$ cat src/rtl/rram_swap_ctrl.sv
// Double-buffered row RAM swap controller: sequences renderer fills against display row swaps.
// Optional saturating overrun counter is compiled in with RRAM_OVERRUN_CNT_EN.
module rram_swap_ctrl #(
   parameter int ROWS  = 240,
   parameter int ROW_W = 8
) (
   input  logic             clk,
   input  logic             rst,
   input  logic             enable,
   input  logic             frame_sync,
   input  logic             rram_swap,
   input  logic             fill_done,
   output logic             fill_start,
   output logic [ROW_W-1:0] fill_row,
   output logic             bank_sel,
   output logic             busy,
   output logic             overrun
`ifdef RRAM_OVERRUN_CNT_EN
   ,
   output logic [15:0]      overrun_count
`endif
);

   typedef enum logic [1:0] {
      IDLE      = 2'd0,
      PREFILL   = 2'd1,
      WAIT_SWAP = 2'd2,
      FILLING   = 2'd3
   } state_t;

   state_t state;
   // A start requested while fill_start is already high is deferred by one cycle.
   logic   start_hold;

   function automatic logic [ROW_W-1:0] next_row(input logic [ROW_W-1:0] r);
      if (r == ROW_W'(ROWS - 1)) return '0;
      return r + ROW_W'(1);
   endfunction

`ifdef RRAM_OVERRUN_CNT_EN
   function automatic logic [15:0] sat_inc(input logic [15:0] c);
      if (c == 16'hFFFF) return c;
      return c + 16'd1;
   endfunction
`endif

   always_ff @(posedge clk or posedge rst) begin
      if (rst) begin
         state      <= IDLE;
         start_hold <= 1'b0;
         fill_start <= 1'b0;
         fill_row   <= '0;
         bank_sel   <= 1'b0;
         busy       <= 1'b0;
         overrun    <= 1'b0;
`ifdef RRAM_OVERRUN_CNT_EN
         overrun_count <= '0;
`endif
      end else begin
         fill_start <= start_hold;
         start_hold <= 1'b0;
         overrun    <= 1'b0;
         if (!enable) begin
            state      <= IDLE;
            busy       <= 1'b0;
            fill_start <= 1'b0;
         end else if (frame_sync && state != IDLE) begin
            // Restart the frame from row 0 into the current back bank.
            state      <= PREFILL;
            busy       <= 1'b1;
            fill_row   <= '0;
            fill_start <= ~fill_start;
            start_hold <= fill_start;
         end else begin
            case (state)
               IDLE: begin
                  state      <= PREFILL;
                  busy       <= 1'b1;
                  fill_row   <= '0;
                  fill_start <= ~fill_start;
                  start_hold <= fill_start;
               end
               PREFILL: begin
                  if (fill_done) begin
                     state <= WAIT_SWAP;
                     busy  <= 1'b0;
                  end
               end
               WAIT_SWAP: begin
                  if (rram_swap) begin
                     state      <= FILLING;
                     busy       <= 1'b1;
                     bank_sel   <= ~bank_sel;
                     fill_row   <= next_row(fill_row);
                     fill_start <= ~fill_start;
                     start_hold <= fill_start;
                  end
               end
               FILLING: begin
                  if (rram_swap && fill_done) begin
                     bank_sel   <= ~bank_sel;
                     fill_row   <= next_row(fill_row);
                     fill_start <= ~fill_start;
                     start_hold <= fill_start;
                  end else if (rram_swap) begin
                     // Back bank not ready: keep showing the current bank.
                     overrun <= 1'b1;
`ifdef RRAM_OVERRUN_CNT_EN
                     overrun_count <= sat_inc(overrun_count);
`endif
                  end else if (fill_done) begin
                     state <= WAIT_SWAP;
                     busy  <= 1'b0;
                  end
               end
               default: begin
                  state <= IDLE;
                  busy  <= 1'b0;
               end
            endcase
         end
      end
   end

endmodule
$ cat config.mk
export PLATFORM = sky130hd
export DESIGN_NAME = rram_swap_ctrl
export DESIGN_NICKNAME = d
export VERILOG_FILES = /design/src/rtl/rram_swap_ctrl.sv
export SDC_FILE = /design/constraint.sdc
export NUM_CORES = 1
export LEC_CHECK = 0
export ABC_AREA = 1
export CAP_MARGIN = 10
export CORE_UTILIZATION = 55
export DETAILED_ROUTE_END_ITERATION = 6
export GPL_TIMING_DRIVEN = 0
export MAX_ROUTING_LAYER = met4
export PLACE_DENSITY = 0.83
export SYNTH_ARGS = -nofsm -noshare
export SYNTH_HDL_FRONTEND = slang
export SYNTH_SLANG_ARGS = --single-unit
$ cat constraint.sdc
create_clock -name clk -period 4.1 [get_ports clk]
set_input_delay 1.025 -clock clk [delete_from_list [all_inputs] [get_ports clk]]
set_output_delay 1.025 -clock clk [all_outputs]
set_load 0.01 [all_outputs]
---- Yosys cells after proc, flatten, opt, wreduce, memory -nomap -nowiden ----
Index checks and enable logic that the tools add are counted.
storage, ports and cells
  output and inout bits ................... 12
  bits in registers ....................... 15
  logic and storage cells ................. 79
operators by class
  mux-type cells .......................... 48
  reduce and logical (&&, ||, !) cells .... 9
  eq/ne operators ......................... 11
  bitwise gates (word level) .............. 3
  $add $sub $neg .......................... 1
operators by type and width
  kind                                                 number
  2-to-1 mux 8 bit                                     6
  2-to-1 mux 1 bit                                     30
  one-hot mux 8 bit (3 select lines)                   1
  2-to-1 mux 2 bit                                     6
  inequality test 4 bit, second input constant         3
  adder 8 x 1 -> 8 bit, second input constant          1
  equality test 8 bit, second input constant           1
  one-hot mux 2 bit (4 select lines)                   1
  inequality test 3 bit, second input constant         2
  one-hot mux 1 bit (3 select lines)                   2
  AND reduction 5 bit                                  1
  equality test 2 bit, second input constant           2
  inequality test 2 bit, second input constant         2
  one-hot mux 1 bit (4 select lines)                   1
  AND reduction 4 bit                                  1
  nonzero test 2 bit                                   2
  nonzero test 4 bit                                   1
  inverter 1 bit                                       3
  AND reduction 3 bit                                  1
  equality test 2 x 1 -> 1 bit, second input constant  1
  logical AND 1 bit                                    2
  zero test 2 bit                                      1
  one-hot mux 1 bit (2 select lines)                   1

---- Depth between registers and ports, before layout ----
  depth in word-level cells ............... 10
  mapped depth ............................ 10

---- Least setup slack after synthesis ----
No wires, ideal clock.
  kind .................................... input port to flip-flop
  start point ............................. in frame_sync
  end point ............................... reg fill_row[3]
  data required time ...................... 3.987 ns
  slack ................................... 2.293 ns
  arrival time ............................ 1.694 ns
  stages on the path ...................... 9
  cells stage by stage .................... inv_1 -> nor2_4 -> nor2_4 -> nand2_4 -> nand2_4 -> inv_4 -> o21ai_0 -> nand2_1 -> inv_1
on the way
  word-level cells in the longest chain between the ends .. 3
ends and longest elaborated chain
  what                                                                   RTL line  text
  start, declared                                                        10        input logic frame_sync,
  logical AND 1 bit *                                                    67        end else if (frame_sync && state != IDLE) begin
  inequality test 3 bit (no line) or nonzero test 4 bit (tied branches)  -
  AND reduction 4 bit (no line)                                          -
  end signal, assigned                                                   94        fill_row <= next_row(fill_row);
  end signal, assigned                                                   102       fill_row <= next_row(fill_row);
  end, declared                                                          14        output logic [ROW_W-1:0] fill_row,
Every way passes the cells marked *; elsewhere a longest branch is shown, timed or not.
A chain may end at the register's enable or synchronous reset.

---- Worst setup path after layout ----
  start point ............................. reg fill_row[4]
  end point ............................... out fill_row[4]
No word-level cell between the ends.

==> impl_results.md <==
* CP max stage delay at just under 0.6 ns
* DR vias at 947
* DR WL/cell at around 11 µm
* Achievable clock frequency at between 400 and 500 MHz
* DRT Pass-1 Iters at 4
* Hold_sp: bank_sel$_DFFE_PP0P_
* Initial Util at between 50% and 60%
* CP Launch Point: fill_row[4]$_DFFE_PP0P_
* Kind of end point of the critical path: primary output
* Synth area leader: dfrtp_1
* Final hold violations at 0
* First-pass GRT wire length at 3320 µm
* Min setup slack post-route at 1.73 ns
* CP bufs+invs at 1
* Mapped cell area at just over 1000 µm²
* Peak supply drop at 337 µV
* DP HPWL at between 1500 and 2000 µm
* P_sw at a little under 300 µW
* Worst R2R Start: state[0]$_DFFE_PP0P_
* Setup WS pre-CTS at 1.65 ns
* Die area at just over 2000 µm²
* Largest cells by area after synthesis: dfrtp_1, nand2_1, inv_1
* CTS HTree Levels at 1
* Critical Path Source Type: register
* Clock skew at 0.00549 ns
* Proportion of layout cells with a drive suffix above 1 at ~11%
* RSZ-0062 raised after global routing: false
* Clock power frac at approximately 14%
* CP Cell Sequence: clkdlybuf4s50_1
* Global Route Usage Sum at between 20% and 30%
* Post-synthesis register bit count at 15
* Status: finished, final reports clean
* Share of total power in combinational logic at ~55%
* Num CTS Buffers at 3
* N_diodes at 0
* # rows at 15
* CP top delay family: buffers and inverters
* Synth Area per Inst at 7.44 µm²
* Antenna violation net count after detailed routing at 0
* Final period util at between 50% and 60%
* Layout area overhead at 22.5%
* Crit Path Category: reg2out
* Placed cells at around 180
* Pleak at 0.595 nW
* Vias in the first global route at around 840
* Die Y at 44.9 µm
* Crit Path Max Fanout at 7
* Power Internal at 349 µW
* CP arrival at between 1 and 1.5 ns
* Final setup violation count at 0
* Post-route minimum period at around 2.4 ns
* Maxcap violations at 0
* Clock Path Buffers at 2
* Initial DRC count at 33
* Fin util at a little under three quarters
* Nets at 170
* Ports at 18
* CTS Root Cell: clkbuf_4
* Worst-path clk slew at ~0.09 ns
* Distinct cells, synth at 20
* Routed WL at around 2000 µm
* Slew @ Worst Pin at ~0.6 ns
* Worst slew margin relative to its limit at 60.3%
* Final GP Congestion at around 0.87
* Die width at ~45 µm
* CP max-delay cell: clkdlybuf4s50_1
* CTS tree: done
* Mapped Nets at 148
* CTS Hold Bufs at 0
* Non-Filler Instances at 182
* Largest net degree at the start of global routing at 16
* Sequential-to-total area share from yosys stat at 37.1%
* CORE AREA at roughly 1700 µm²
* Worst-Skew Late Latency at 0.29 ns
* Synth top area share at around 37%
* Vias per cell at approximately 5.2
* Setup TNS at 0 ns
* Cell Pwr Density at 515 nW/µm²
* DP Area at around 1200 µm²
* Post-Synthesis Cells at roughly 140
* Worst Path Required at about 3 ns
* Hold Path Class: reg2reg
* Cell area after layout at around 1200 µm²
* Global route overflow at 0
* Initial antenna violation count at 0
* Cts repair resizes at 0
* Sw Share at between 40% and 50%
* Worst hold slack at 0.482 ns
* YS warnings at 0
* Final Slew Violations at 0
* # port buffers at 17
* Seq pwr share at between 30% and 40%
* Clk sinks at 15
* Setup Fix Bufs, Post-CTS at 0
* Overall Power at between 600 and 700 µW
* DRC at 0
## flip-flops by register name (all words and copies together) (netlist names)
| name | cells |
|---|---|
| state | 2 |
| busy | 1 |
| bank_sel | 1 |
| fill_row | 8 |
| overrun | 1 |
| fill_start | 1 |
| start_hold | 1 |
## logic make-up (layout without fill, tap and decap cells)
kind of cell               Yosys count  in the layout  synth area share, %
xor gates and xnor gates             1              1                0.865
DFF                                 15             15                 37.1
AOI/OAI and AO/OA                   20             20                 10.6
and+or+nand+nor                     68             68                 34.1
buffers and inverters               26             47                 9.89
adders and majority gates            6              6                 7.42
## Yosys cell counts (all sizes together)
master,count
dfrtp,15
xnor2,1
nor3,2
o21bai,1
o22ai,2
nand3,6
nand2,34
a21oi,7
nand4,6
o211ai,1
o21ai,9
ha,6
nor2,20
inv,26
## power by group through the flow
| stage | clock network (mW) | registers (mW) | logic, mW |
|---|---|---|---|
| final | 0.0877 | 0.200 | 0.351 |
| after global routing | 0.0967 | 0.204 | 0.394 |
| after CTS | 0.0913 | 0.200 | 0.354 |
| after detailed placement | 0 | 0.204 | 0.352 |
| after global placement | 0 | 0.200 | 0.337 |
| after floorplan | 0 | 0.207 | 0.254 |
## per-layer routing
metal	global-route usage, %	wire length (µm)	vias up
met4	10.9	39	0
met1	28.3	951	447
li1	-	-	476
met5	-	0	-
met2	38.5	975	19
met3	3.60	62	5
## cell type report
class / instances / area, µm²
Tap cell: 25 / 31.3
Inverter: 26 / 100
Timing Repair Buffer: 17 / 170
Clock buffer: 4 / 26.3
Multi-Input combinational cell: 95 / 537
Fill cell: 152 / 487
Sequential cell: 15 / 375
## final timing paths
check | end | slack, ns | depth (start not counted)
max | fill_row[4] | 1.73 | 1
min | bank_sel$_DFFE_PP0P_ | 0.48 | 1
max reg2reg | fill_row[3]$_DFFE_PP0P_ | 2.40 | 10
min reg2reg | bank_sel$_DFFE_PP0P_ | 0.48 | 1
max in group asynchronous | fill_row[4]$_DFFE_PP0P_ | 2.63 | 2
min in group asynchronous | bank_sel$_DFFE_PP0P_ | 1.08 | 2
## cells in the final DEF (no fill, tap or decap), types with 2 or more instances in the layout
cell type / instances
a21oi_1: 7
clkbuf_4: 3
clkdlybuf4s50_1: 17
dfrtp_1: 15
ha_1: 6
inv_1: 25
nand2_1: 29
nand2_2: 2
nand2_4: 3
nand3_1: 6
nand4_1: 6
nor2_1: 11
nor2_2: 6
nor2_4: 3
nor3_1: 2
o21ai_0: 8
o22ai_1: 2
(Power assumes the default switching activity.)
